<file path="src/rtl/lcd_host_if.sv">
// Controller-facing bundle of the LCD host: image ROM reads, command handshake and image RAM writes.
// The host takes the master view; the controller (or a bench standing in for it) takes the slave view.
interface lcd_host_if;
    logic       IROM_rd;
    logic [5:0] IROM_A;
    logic [7:0] IROM_Q;
    logic [3:0] cmd;
    logic       cmd_valid;
    logic       busy;
    logic       done;
    logic       IRAM_valid;
    logic [5:0] IRAM_A;
    logic [7:0] IRAM_D;

    modport master (
        input  IROM_rd, IROM_A, busy, done, IRAM_valid, IRAM_A, IRAM_D,
        output IROM_Q, cmd, cmd_valid
    );

    modport slave (
        output IROM_rd, IROM_A, busy, done, IRAM_valid, IRAM_A, IRAM_D,
        input  IROM_Q, cmd, cmd_valid
    );
endinterface

</file>
<file path="src/rtl/lcd_host.sv">
// Host-side endpoint for the LCD controller: serves the image ROM, issues queued commands
// against busy, and captures image RAM writes with a running count and checksum.
module lcd_host #(
    parameter int CMD_DEPTH = 16,
    parameter int TIMEOUT   = 1024
) (
    input  logic             clk,
    input  logic             reset,
    input  logic             cfg_we,
    input  logic [5:0]       cfg_addr,
    input  logic [7:0]       cfg_wdata,
    input  logic             q_valid,
    input  logic [3:0]       q_data,
    output logic             q_ready,
    input  logic             start,
    lcd_host_if.master       bus,
    input  logic [5:0]       rd_addr,
    output logic [7:0]       rd_data,
    output logic [6:0]       wr_count,
    output logic [15:0]      checksum,
    output logic [7:0]       issued_count,
    output logic             host_done,
    output logic             timeout_err
);

    localparam int PW = (CMD_DEPTH > 1) ? $clog2(CMD_DEPTH) : 1;
    localparam int TW = (TIMEOUT > 1) ? $clog2(TIMEOUT) : 1;

    typedef enum logic [2:0] {
        IDLE,
        ISSUE,
        ACK,
        WAIT_DONE,
        FINISH,
        ERROR
    } state_t;

    state_t          state_q;
    logic [3:0]      cmd_q;
    logic            cmdValid_q;
    logic            fromQueue_q;
    logic [7:0]      issuedCount_q;
    logic            hostDone_q;
    logic            timeoutErr_q;
    logic [TW-1:0]   timer_q;

    logic [7:0]      img  [64];
    logic [7:0]      sink [64];
    logic [3:0]      cmdMem [CMD_DEPTH];
    logic [PW-1:0]   wrPtr_q;
    logic [PW-1:0]   rdPtr_q;
    logic [PW:0]     count_q;

    logic [6:0]      wrCount_q, wrCount_d;
    logic [15:0]     checksum_q, checksum_d;

    logic qFull, qEmpty, pushFire, popFire, startClr, timerExpired, terminating;

    assign qFull        = (count_q == (PW+1)'(CMD_DEPTH));
    assign qEmpty       = (count_q == '0);
    assign pushFire     = q_valid && !qFull && (state_q != ERROR);
    assign popFire      = (state_q == ACK) && !bus.done && bus.busy && fromQueue_q;
    assign startClr     = start && ((state_q == IDLE) || (state_q == FINISH));
    assign timerExpired = (timer_q == TW'(TIMEOUT - 1));
    assign terminating  = (cmd_q == 4'd0) || (cmd_q >= 4'd12);

    assign q_ready       = !qFull;
    assign bus.IROM_Q    = bus.IROM_rd ? img[bus.IROM_A] : 8'h00;
    assign bus.cmd       = cmd_q;
    assign bus.cmd_valid = cmdValid_q;
    assign rd_data       = sink[rd_addr];
    assign wr_count      = wrCount_q;
    assign checksum      = checksum_q;
    assign issued_count  = issuedCount_q;
    assign host_done     = hostDone_q;
    assign timeout_err   = timeoutErr_q;

    // Image and sink memories are plain storage with no reset.
    always_ff @(posedge clk) begin
        if (cfg_we && (state_q == IDLE)) begin
            img[cfg_addr] <= cfg_wdata;
        end
    end

    always_ff @(posedge clk) begin
        if (bus.IRAM_valid) begin
            sink[bus.IRAM_A] <= bus.IRAM_D;
        end
    end

    always_ff @(posedge clk) begin
        if (pushFire) begin
            cmdMem[wrPtr_q] <= q_data;
        end
    end

    always_ff @(posedge clk) begin
        if (reset) begin
            wrPtr_q <= '0;
            rdPtr_q <= '0;
            count_q <= '0;
        end else begin
            if (pushFire) wrPtr_q <= wrPtr_q + PW'(1);
            if (popFire)  rdPtr_q <= rdPtr_q + PW'(1);
            case ({pushFire, popFire})
                2'b10:   count_q <= count_q + (PW+1)'(1);
                2'b01:   count_q <= count_q - (PW+1)'(1);
                default: count_q <= count_q;
            endcase
        end
    end

    // A run start clears the sink statistics and swallows a write landing in the same cycle.
    always_comb begin
        wrCount_d  = wrCount_q;
        checksum_d = checksum_q;
        if (startClr) begin
            wrCount_d  = '0;
            checksum_d = '0;
        end else if (bus.IRAM_valid) begin
            if (wrCount_q != 7'h7F) wrCount_d = wrCount_q + 7'd1;
            checksum_d = checksum_q + {8'h00, bus.IRAM_D};
        end
    end

    always_ff @(posedge clk) begin
        if (reset) begin
            wrCount_q  <= '0;
            checksum_q <= '0;
        end else begin
            wrCount_q  <= wrCount_d;
            checksum_q <= checksum_d;
        end
    end

    always_ff @(posedge clk) begin
        if (reset) begin
            state_q       <= IDLE;
            cmd_q         <= '0;
            cmdValid_q    <= 1'b0;
            fromQueue_q   <= 1'b0;
            issuedCount_q <= '0;
            hostDone_q    <= 1'b0;
            timeoutErr_q  <= 1'b0;
            timer_q       <= '0;
        end else begin
            case (state_q)
                IDLE, FINISH: begin
                    timer_q <= '0;
                    if (start) begin
                        issuedCount_q <= '0;
                        hostDone_q    <= 1'b0;
                        state_q       <= ISSUE;
                    end
                end
                ISSUE: begin
                    if (bus.done) begin
                        state_q    <= FINISH;
                        cmdValid_q <= 1'b0;
                        hostDone_q <= 1'b1;
                        timer_q    <= '0;
                    end else if (!bus.busy) begin
                        // An empty queue falls back to command 0, the auto-write.
                        cmd_q       <= qEmpty ? 4'd0 : cmdMem[rdPtr_q];
                        fromQueue_q <= !qEmpty;
                        cmdValid_q  <= 1'b1;
                        state_q     <= ACK;
                        timer_q     <= '0;
                    end else if (timerExpired) begin
                        state_q      <= ERROR;
                        timeoutErr_q <= 1'b1;
                        cmdValid_q   <= 1'b0;
                        timer_q      <= '0;
                    end else begin
                        timer_q <= timer_q + TW'(1);
                    end
                end
                ACK: begin
                    if (bus.done) begin
                        state_q    <= FINISH;
                        cmdValid_q <= 1'b0;
                        hostDone_q <= 1'b1;
                        timer_q    <= '0;
                    end else if (bus.busy) begin
                        cmdValid_q <= 1'b0;
                        if (issuedCount_q != 8'hFF) issuedCount_q <= issuedCount_q + 8'd1;
                        state_q    <= terminating ? WAIT_DONE : ISSUE;
                        timer_q    <= '0;
                    end else if (timerExpired) begin
                        state_q      <= ERROR;
                        timeoutErr_q <= 1'b1;
                        cmdValid_q   <= 1'b0;
                        timer_q      <= '0;
                    end else begin
                        timer_q <= timer_q + TW'(1);
                    end
                end
                WAIT_DONE: begin
                    if (bus.done) begin
                        state_q    <= FINISH;
                        hostDone_q <= 1'b1;
                        timer_q    <= '0;
                    end else if (timerExpired) begin
                        state_q      <= ERROR;
                        timeoutErr_q <= 1'b1;
                        cmdValid_q   <= 1'b0;
                        timer_q      <= '0;
                    end else begin
                        timer_q <= timer_q + TW'(1);
                    end
                end
                ERROR: begin
                    cmdValid_q   <= 1'b0;
                    timeoutErr_q <= 1'b1;
                    timer_q      <= '0;
                end
                default: begin
                    state_q <= IDLE;
                    timer_q <= '0;
                end
            endcase
        end
    end

endmodule

</file>
<file path="src/flat_wrapper.sv">
// flat-port wrapper written by rule: the top's interface ports become plain ports
module lcd_host_flat 
#(
    parameter int CMD_DEPTH = 16,
    parameter int TIMEOUT   = 1024
)
  (clk, reset, cfg_we, cfg_addr, cfg_wdata, q_valid, q_data, q_ready, start, rd_addr, rd_data, wr_count, checksum, issued_count, host_done, timeout_err, bus_IROM_rd, bus_IROM_A, bus_busy, bus_done, bus_IRAM_valid, bus_IRAM_A, bus_IRAM_D, bus_IROM_Q, bus_cmd, bus_cmd_valid);
  lcd_host_if bus_i ();
  input  logic clk;
  input  logic reset;
  input  logic cfg_we;
  input  logic [5:0] cfg_addr;
  input  logic [7:0] cfg_wdata;
  input  logic q_valid;
  input  logic [3:0] q_data;
  output logic q_ready;
  input  logic start;
  input  logic [5:0] rd_addr;
  output logic [7:0] rd_data;
  output logic [6:0] wr_count;
  output logic [15:0] checksum;
  output logic [7:0] issued_count;
  output logic host_done;
  output logic timeout_err;
  input wire logic [$bits(bus_i.IROM_rd)-1:0] bus_IROM_rd;
  input wire logic [$bits(bus_i.IROM_A)-1:0] bus_IROM_A;
  input wire logic [$bits(bus_i.busy)-1:0] bus_busy;
  input wire logic [$bits(bus_i.done)-1:0] bus_done;
  input wire logic [$bits(bus_i.IRAM_valid)-1:0] bus_IRAM_valid;
  input wire logic [$bits(bus_i.IRAM_A)-1:0] bus_IRAM_A;
  input wire logic [$bits(bus_i.IRAM_D)-1:0] bus_IRAM_D;
  output wire logic [$bits(bus_i.IROM_Q)-1:0] bus_IROM_Q;
  output wire logic [$bits(bus_i.cmd)-1:0] bus_cmd;
  output wire logic [$bits(bus_i.cmd_valid)-1:0] bus_cmd_valid;
  assign bus_i.IROM_rd = bus_IROM_rd;
  assign bus_i.IROM_A = bus_IROM_A;
  assign bus_i.busy = bus_busy;
  assign bus_i.done = bus_done;
  assign bus_i.IRAM_valid = bus_IRAM_valid;
  assign bus_i.IRAM_A = bus_IRAM_A;
  assign bus_i.IRAM_D = bus_IRAM_D;
  assign bus_IROM_Q = bus_i.IROM_Q;
  assign bus_cmd = bus_i.cmd;
  assign bus_cmd_valid = bus_i.cmd_valid;
  lcd_host #(.CMD_DEPTH(CMD_DEPTH), .TIMEOUT(TIMEOUT)) u_core (.clk(clk), .reset(reset), .cfg_we(cfg_we), .cfg_addr(cfg_addr), .cfg_wdata(cfg_wdata), .q_valid(q_valid), .q_data(q_data), .q_ready(q_ready), .start(start), .bus(bus_i), .rd_addr(rd_addr), .rd_data(rd_data), .wr_count(wr_count), .checksum(checksum), .issued_count(issued_count), .host_done(host_done), .timeout_err(timeout_err));
endmodule
</file>
<file path="config.mk">
export PLATFORM = sky130hd
export DESIGN_NAME = lcd_host_flat
export DESIGN_NICKNAME = d
export VERILOG_FILES = /design/src/rtl/lcd_host_if.sv /design/src/rtl/lcd_host.sv /design/src/flat_wrapper.sv
export SDC_FILE = /design/constraint.sdc
export NUM_CORES = 1
export LEC_CHECK = 0
export CORE_ASPECT_RATIO = 1.1
export CORE_UTILIZATION = 40
export CTS_CLUSTER_DIAMETER = 40
export DETAILED_ROUTE_END_ITERATION = 6
export GPL_TIMING_DRIVEN = 0
export PLACE_DENSITY = 0.56
export SLEW_MARGIN = 30
export SYNTH_ARGS = -nofsm -noshare
export SYNTH_HDL_FRONTEND = slang
export SYNTH_SLANG_ARGS = --single-unit
</file>
<file path="constraint.sdc">
create_clock -name clk -period 3.3 [get_ports clk]
set_clock_uncertainty 0.1 [all_clocks]
set_input_delay 0.825 -clock clk [delete_from_list [all_inputs] [get_ports clk]]
set_output_delay 0.825 -clock clk [all_outputs]
set_load 0.02 [all_outputs]
</file>
# ---- Yosys cells after proc, flatten, opt, wreduce, memory -nomap -nowiden
# Memory sizes are Yosys's and may differ from the RTL's. A register that Yosys moved wholly into a read port is not among the register bits.
# Cells that the tools add are included.
dict set report op_classes {
  n_addsub 8
  order_cmp 1
  eq_ne 21
  n_mux 49
  bitwise_logic 3
  reduce_logical 29
}
# operator count
set op_table {}
lappend op_table {{$mux 10} 6}
lappend op_table {{$mux 8} 5}
lappend op_table {{$pmux 10 s3} 1}
lappend op_table {{$mux 3} 7}
lappend op_table {{$mux 1} 20}
lappend op_table {{$add 16x8->16} 1}
lappend op_table {{$ne 2x2->1 const B} 8}
lappend op_table {{$pmux 8 s2} 1}
lappend op_table {{$pmux 3 s5} 1}
lappend op_table {{$mux 4} 3}
lappend op_table {{$add 10x1->10 const B} 1}
lappend op_table {{$eq 10x10->1 const B} 1}
lappend op_table {{$pmux 5 s2} 1}
lappend op_table {{$add 4x1->4 const B} 2}
lappend op_table {{$add 8x1->8 const B} 1}
lappend op_table {{$ne 8x8->1 const B} 1}
lappend op_table {{$pmux 1 s4} 2}
lappend op_table {{$add 7x1->7 const B} 1}
lappend op_table {{$logic_and 1x1->1} 7}
lappend op_table {{$ne 7x7->1 const B} 1}
lappend op_table {{$eq 3x2->1 const B} 2}
lappend op_table {{$eq 3x3->1 const B} 2}
lappend op_table {{$reduce_and 2->1} 3}
lappend op_table {{$reduce_and 3->1} 2}
lappend op_table {{23 further kinds} 31}
dict set report word_totals {
  register_bits 65
  mem_bits_rw 1088
  input_bits 53
  output_inout_bits 55
  elab_cells 127
  n_memories 3
}
# name words word_bits rd rd_clocked_by_memory_dff write_ports line
set memory_table {}
lappend memory_table {u_core.img 64 8 1 0 1 lcd_host.sv:47} ;# logic [7:0] img [64];
lappend memory_table {u_core.sink 64 8 1 0 1 lcd_host.sv:48} ;# logic [7:0] sink [64];
lappend memory_table {u_core.cmdMem 16 4 1 1 1 lcd_host.sv:49} ;# logic [3:0] cmdMem [CMD_DEPTH];

# ---- Logic depth before layout (Yosys ltp)
# Gate-level depths: netlist of the first run.
dict set report logic_depth {
  depth_word 6
  depth_mapped 13
  mapped_depth_nobuf 12
}

# ---- Worst setup path after synthesis of the first run
# OpenSTA, ideal clock, no wires.
dict set report synth_path {
  path_kind {input-to-output}
  start {input port bus_IROM_A[0]}
  end {output port bus_IROM_Q[6]}
  t_arrival_ns 2.677
  required_time_ns 2.375
  path_slack_ns -0.302
  path_stages 6
  path_buffers 2
  cell_sequence {buf_4 -> buf_2 -> mux4_2 -> mux4_2 -> a32oi_1 -> o21ai_0}
}
dict set report synth_between {
  elab_chain_cells 2
}
# item line
set synth_rtl {}
lappend synth_rtl {{start: declaration} flat_wrapper.sv:26} ;# input wire logic [$bits(bus_i.IROM_A)-1:0] bus_IROM_A;
lappend synth_rtl {{$mem_v2 64x8} -}
lappend synth_rtl {{$mux 8} lcd_host.sv:68} ;# assign bus.IROM_Q = bus.IROM_rd ? img[bus.IROM_A] : 8'h00;
lappend synth_rtl {{end: declaration} flat_wrapper.sv:32} ;# output wire logic [$bits(bus_i.IROM_Q)-1:0] bus_IROM_Q;
# No other way between the ends.

# ---- Worst setup path after layout of the first run
# Same ends and word-level chain as after synthesis.

==> metrics.txt, run 1 <==
clk slew on worst S/H paths 0.06 ns; total power divided by cell area 622 mW/mm^2; worst hold path class in2reg; Peak VDD IR 0.460 mV; WL met2 58,500 um; failing checks setup timing; Final Cell Area 0.0556 mm^2; DRT iter0 DRCs just under 2,000; CTS H-tree lvls 4; worst stage delay on the critical path 0.54 ns; RR Startpoint u_core.state_q[1]; I/O pin count about 110; WS Path Type in2out; final wirelength 114,000 um; Total GRT Usage between 20% and 30%; CP required about 2.4 ns; clk buf depth 3; Mapped Nets 2,302; CTS tree yes; Rows 129; RSZ-0062 raised after global routing true; Worst Path Arrival 2.82 ns; area growth from synthesis to layout 22.3%; Seq/Total Area, Yosys 74.9%; Cell variety after synth 64; slowest CP cell mux4_2; clock power share between 40% and 50%; Switch Pwr 7610 uW; Final Cycle Share 114%; grt ovf 0; fmax 267 MHz; setup TNS -5.75 ns; met3 wire length 5820 um; Post-Synthesis Cells 2,230; Setup WS post-layout -0.450 ns; Period minus WS final around 3.7 ns; CTS sink cnt 1,157; Detail Route Antenna Nets 0; critical path launch point type input port; power share of the sequential group 46.8%; routability congestion estimate around 0.84; worst hold path cell count 1; flops & latches, synth 1,157; Slew HR 34.1%; Port Buffer Count a little over 90; Syn Area/Cell 20.4 um^2; Starting Density 40.4%; FF-to-FF setup slack 0.05 ns; first-pass GRT wire length 166,000 um; Crit Path Max Fanout 8; vias in the first global route 23,943; Core Box Area 0.113 mm^2; Die Ht 356 um; final hold vios 0; 1st-pass router iterations 5; Worst Setup End Kind primary output; Lkg Pwr 0.0176 uW; Syn. warnings 0; wire per inst between 20 and 30 um; Die Footprint 0.115 mm^2; cell-internal power roughly 27,000 uW; Cell Area, Synth between 0.04 and 0.05 mm^2; M1 WL ~46,000 um; vias per cell between 5 and 6; worst-case reg-to-reg path depth 4; EDFF count, synth ~1,100; DP Area 0.0488 mm^2; status complete, but fails checks; Die W 324 um; Comb pwr share 6.0%; Slew Viols, Final 0; HPWL Detailed roughly 72,000 um; worst-skew pair later-pin latency 0.74 ns; Tot Pwr 34,600 uW; max-cap viol count 0; worst slew pin tran 0.985 ns; Final setup viols 16; Vias 22,992; share of layout cells above drive strength 1 32.4%; Top FF cell, synth edfxtp_1; hold_sp bus_IRAM_D[4]; highest metal layer with signal wires met4; Hold Path Sink u_core.sink[20][4]; Cell Chain, Critical Path buf_16, buf_16, buf_12, mux4_2, mux4_2, a32oi_1, o21ai_2, buf_6; initial antenna violation count 3; Total Nets Final 2,610; Sw Ratio a little over a fifth; largest net degree at the start of global routing 66; most frequent cells in the layout edfxtp_1 (1,088), mux4_2 (321), nor2_1 (174), clkbuf_16 (160), dfxtp_1 (69); TritonCTS Buffers 148; # DRC 0; most common cell after layout, fill and taps aside edfxtp_1; Post-synth ARST share 0%; worst slack, placed -1.79 ns; Reg-to-Reg End u_core.img[32][7]; CTS Root Cell clkbuf_16; Fillers 9,218
## what timing repair did
| action | in CTS | in global routing |
|---|---|---|
| setup endpoints to repair | 359 | 318 |
| gates resized for setup | 304 | 45 |
| endpoints found under the hold margin | 0 | 0 |
| pin swaps | 19 | 14 |
| cloned | 11 | 3 |
| hold buffers | 0 | 0 |
| setup buffers | 34 | 18 |
## cells in the mapped netlist (2+ instances only)
cell / n / area share [%]
a22oi_1: 16 / 0.26
inv_1: 14 / 0.12
nand3b_1: 9 / 0.15
nor3_1: 11 / 0.12
mux2i_1: 44 / 0.97
dfxtp_1: 69 / 3.0
a311oi_1: 2 / 0.039
o221ai_1: 2 / 0.039
xor2_1: 23 / 0.44
and2_1: 4 / 0.055
buf_4: 6 / 0.099
nand2b_1: 17 / 0.23
ha_1: 18 / 0.50
nand3_1: 25 / 0.28
o21ai_0: 20 / 0.22
nor4_1: 2 / 0.028
and3_1: 5 / 0.069
a21oi_1: 36 / 0.40
o31a_1: 2 / 0.039
o21a_1: 2 / 0.033
o32a_1: 2 / 0.044
nor2b_1: 14 / 0.19
or3_1: 10 / 0.14
a31oi_1: 3 / 0.041
buf_2: 30 / 0.33
o2111ai_1: 2 / 0.039
clkbuf_1: 63 / 0.52
buf_1: 15 / 0.12
mux4_2: 321 / 16
edfxtp_1: 1088 / 72
or2_2: 3 / 0.041
xnor2_1: 12 / 0.23
or3b_2: 4 / 0.077
a211oi_1: 5 / 0.083
nor4bb_1: 2 / 0.044
nand2_1: 55 / 0.45
o22ai_1: 21 / 0.29
nor2_1: 216 / 1.8
o211ai_1: 2 / 0.033
nor3b_1: 2 / 0.033
nand4_1: 10 / 0.14
## critical path, delay by kind of cell
family	cells	cell delay [ns]
buf+inv	4	0.59
compound gates	2	0.35
mux	2	1.04
## logic make-up (layout without fill, tap and decap cells)
family	Yosys count	after routing	share of synthesized area, %
xor+xnor	35	35	0.674
flops	1157	1157	74.9
buf+inv	130	561	1.21
other cells	0	2	0
mux	365	365	16.9
compound gates	128	128	1.87
simple gates	396	396	3.98
fa+ha+maj	19	19	0.539
## power groups by stage
stage | registers (uW) | logic [uW] | clock network, uW
2_1_floorplan | 16500 | 970 | 0
3_3_place_gp | 16500 | 1750 | 0
3_5_place_dp | 16500 | 1810 | 0
4_1_cts | 16200 | 2060 | 16600
5_1_grt | 16200 | 2190 | 17200
6_report | 16200 | 2070 | 16400
## sequential cells by signal, indices dropped and copies added (netlist names), 3 cells and up, named ones only
register             count
u_core.timer_q          10
u_core.count_q           5
u_core.sink            512
u_core.cmdMem           64
u_core.wrPtr_q           4
u_core.bus.cmd           4
u_core.state_q           3
u_core.rdPtr_q           4
u_core.img             512
u_core.issued_count      8
u_core.wr_count          7
u_core.checksum         16
## stage by stage
step	hold slack, ns	util (%)	instances
floorplan	0.326	-	2230
global placement	0.336	43.1	3827
detailed placement	0.356	43.3	3837
CTS	0.164	49.2	4153
global route	0.183	49.4	4169
finish	0.217	49.4	4169
## worst max-delay path by stage
stage	start	end	slack, ns	depth (start not counted)
2_1_floorplan	bus_IROM_A[0]	bus_IROM_Q[6]	0.001	6
3_3_place_gp	bus_IRAM_D[0]	u_core.checksum[8]	-1.88	9
3_5_place_dp	bus_IROM_A[1]	bus_IROM_Q[3]	-1.79	9
4_1_cts	bus_IROM_A[0]	bus_IROM_Q[2]	-0.48	7
5_1_grt	bus_IROM_A[0]	bus_IROM_Q[0]	-0.48	8
6_report	bus_IROM_A[0]	bus_IROM_Q[6]	-0.45	8
## layer usage
| metal | track usage, % | vias to the layer above |
|---|---|---|
| met5 | 0 | - |
| met4 | 6.84 | 0 |
| met3 | 3.58 | 179 |
| met2 | 34.1 | 712 |
| met1 | 26.0 | 12250 |
| li1 | - | 9851 |
## area by class of cell
class	count	area, um^2	share of cell area, %
antenna	2	5.00	0.00900
buffer	108	1160	2.09
clock buffer	170	3950	7.09
clock inverter	103	1130	2.03
inverter	16	65.1	0.117
multi-input combinational	943	11500	20.6
sequential	1157	34100	61.2
tap	1506	1880	3.39
timing repair buffer	164	1920	3.45
Power figures use the tool's default switching activity.
==> run 2, diff against run 1 <==
--- a/config.mk
+++ b/config.mk
@@ -10,7 +10,7 @@
 export CTS_CLUSTER_DIAMETER = 40
 export DETAILED_ROUTE_END_ITERATION = 6
 export GPL_TIMING_DRIVEN = 0
-export PLACE_DENSITY = 0.56
+export PLACE_DENSITY = 0.54
 export SLEW_MARGIN = 30
 export SYNTH_ARGS = -nofsm -noshare
 export SYNTH_HDL_FRONTEND = slang
==> constraint.sdc (replaced) <==
create_clock -name clk -period 3.61 [get_ports clk]
set_clock_uncertainty 0.1 [all_clocks]
set_input_delay 0.9025 -clock clk [delete_from_list [all_inputs] [get_ports clk]]
set_output_delay 0.9025 -clock clk [all_outputs]
set_load 0.02 [all_outputs]
==> run 2 against run 1 <==
Compared with the run above: the flow still finishes with violations (setup timing); utilization is 0.11 points higher; final cell count is 0.31% higher; via count grew 0.59%; non-clock buffer count is 19 higher; critical path depth decreased by 1; critical path type unchanged.
==> metrics.txt, run 2 (synthesis gave the netlist of run 1 again) <==
vias per cell 5.53; CTS Root Cell clkbuf_16; Die Ht around 360 um; Die W 324 um; worst-case reg-to-reg path depth 4; final wirelength 115,000 um; CTS sink cnt roughly 1,200; share of layout cells above drive strength 1 31.8%; initial antenna violation count 0; Worst Setup EP bus_IROM_Q[5]; area growth from synthesis to layout 22.6%; Hold WS 0.332 ns; multi-input logic area 0.0115 mm^2; setup TNS -3.52 ns; routability congestion estimate ~0.9; Die Footprint 0.115 mm^2; 1st-pass router iterations 6; Port Buffer Count between 90 and 100; Worst Path Arrival 2.91 ns; CTS tree yes; Ant. Diodes 0; total power divided by cell area between 500 and 600 mW/mm^2; Fillers 9,192; clk slew on worst S/H paths 0.06 ns; critical path launch point type input port; wire per inst 27.4 um; Vias 23,127; TritonCTS Buffers 147; most frequent cells in the layout edfxtp_1 (1,088), mux4_2 (321), nor2_1 (192), clkbuf_16 (157), dfxtp_1 (69); max-cap viol count 0; Lkg Pwr about 0.018 uW; CP required 2.61 ns; RSZ-0062 raised after global routing true; CTS H-tree lvls 4; worst hold path class in2reg; WS Path Type in2out; CP startpoint bus_IROM_A[0]; HPWL Detailed 72,800 um; largest net degree at the start of global routing 66; Rows between 100 and 150; Total GRT Usage 20.3%; status complete, but fails checks; fmax ~260 MHz; clk buf depth 3; Detail Route Antenna Nets 0; Top Registers u_core.img: 512 flops, u_core.sink: 512 flops, u_core.cmdMem: 64 flops; fin cells between 4,000 and 5,000; Period minus WS final about 3.9 ns; worst slew pin tran 0.965 ns; vias in the first global route 24,114; Setup WS post-layout -0.301 ns; placed insts roughly 3,800; Reg-to-Reg End u_core.img[38][5]; I/O pin count 108; Final setup viols 16; Tot Pwr roughly 31,000 uW; final hold vios 0; FF-to-FF setup slack roughly 0.17 ns; Starting Density 40.4%; Total Nets Final around 2,600; register area ~0.034 mm^2; most common cell after layout, fill and taps aside edfxtp_1; Slew Viols, Final 0; worst-skew pair later-pin latency 0.75 ns; Worst Setup End Kind primary output; failing checks setup timing; first-pass GRT wire length 167,000 um; Slew HR 35.5%; Crit Path Max Fanout 7; # DRC 0; utilization after layout 49.5%; grt ovf 0; Core Box Area 0.113 mm^2; Final Cycle Share 108%; Peak VDD IR 0.491 mV; DRT iter0 DRCs around 1,900; RR Startpoint u_core.state_q[1]
[run 2: cell types whose count changed in the layout (fill, tap and decap cells not counted), moves of 5 or more]
| cell | previous run | this run |
|---|---|---|
| buf_16 | 17 | 22 |
| clkinv_4 | 15 | 7 |
| nor2_2 | 39 | 20 |
| clkbuf_1 | 42 | 50 |
| buf_4 | 57 | 63 |
| buf_12 | 28 | 35 |
| nor2_1 | 174 | 192 |
[run 2: what timing repair did]
item | in CTS | in global routing
setup buffers | 46 | 18
setup endpoints to repair | 16 | 25
hold buffers | 0 | 0
gates resized for setup | 372 | 38
pin swaps | 24 | 14
cloned | 12 | 4
[run 2: worst max-delay path, cell delays in order]
cell and delay, ns:
buf_16 0.13, buf_12 0.15, mux4_2 0.56, mux4_2 0.53, o211ai_1 0.27, o21ai_2 0.17, buf_6 0.17
[run 2: stage by stage]
step / area (um^2) / setup slack, ns
after floorplan: 45500 / 0.0100
after global placement: 48300 / -1.85
after detailed placement: 48600 / -1.87
after CTS: 55400 / -0.296
after global routing: 55800 / -0.290
final: 55800 / -0.301
[run 2: final cells by class]
cell class | instances | area share (%)
Buffer | 110 | 2.25
Clock inverter | 99 | 1.84
Tap cell | 1506 | 3.38
Timing Repair Buffer | 181 | 3.91
Sequential cell | 1157 | 61.1
Inverter | 16 | 0.112
Clock buffer | 170 | 6.87
Multi-Input combinational cell | 943 | 20.6
[run 2: worst min-delay path by stage]
stage,startpoint,to,cells after the start
finish,cfg_wdata[3],u_core.img[63][3],1
global route,cfg_wdata[3],u_core.img[63][3],1
CTS,cfg_wdata[3],u_core.img[63][3],1
floorplan,u_core.timer_q[0],u_core.timer_q[0],1
detailed placement,u_core.timer_q[0],u_core.timer_q[0],1
global placement,u_core.timer_q[0],u_core.timer_q[0],1
[run 2: report_power, final]
group | internal (uW) | total (uW) | switching (uW) | leakage [uW]
clock | 8610 | 14400 | 5810 | 0.00235
sequential | 14800 | 14800 | 33.1 | 0.0103
combinational | 857 | 1970 | 1110 | 0.00502
total | 24200 | 31200 | 6950 | 0.0177
[run 2: layer usage]
metal / global-route usage [%] / wire length [um] / vias up
li1: - / - / 9881
met2: 34.7 / 59000 / 748
met5: 0 / 0 / -
met1: 26.3 / 46200 / 12299
met3: 3.63 / 6310 / 199
met4: 6.65 / 3160 / 0
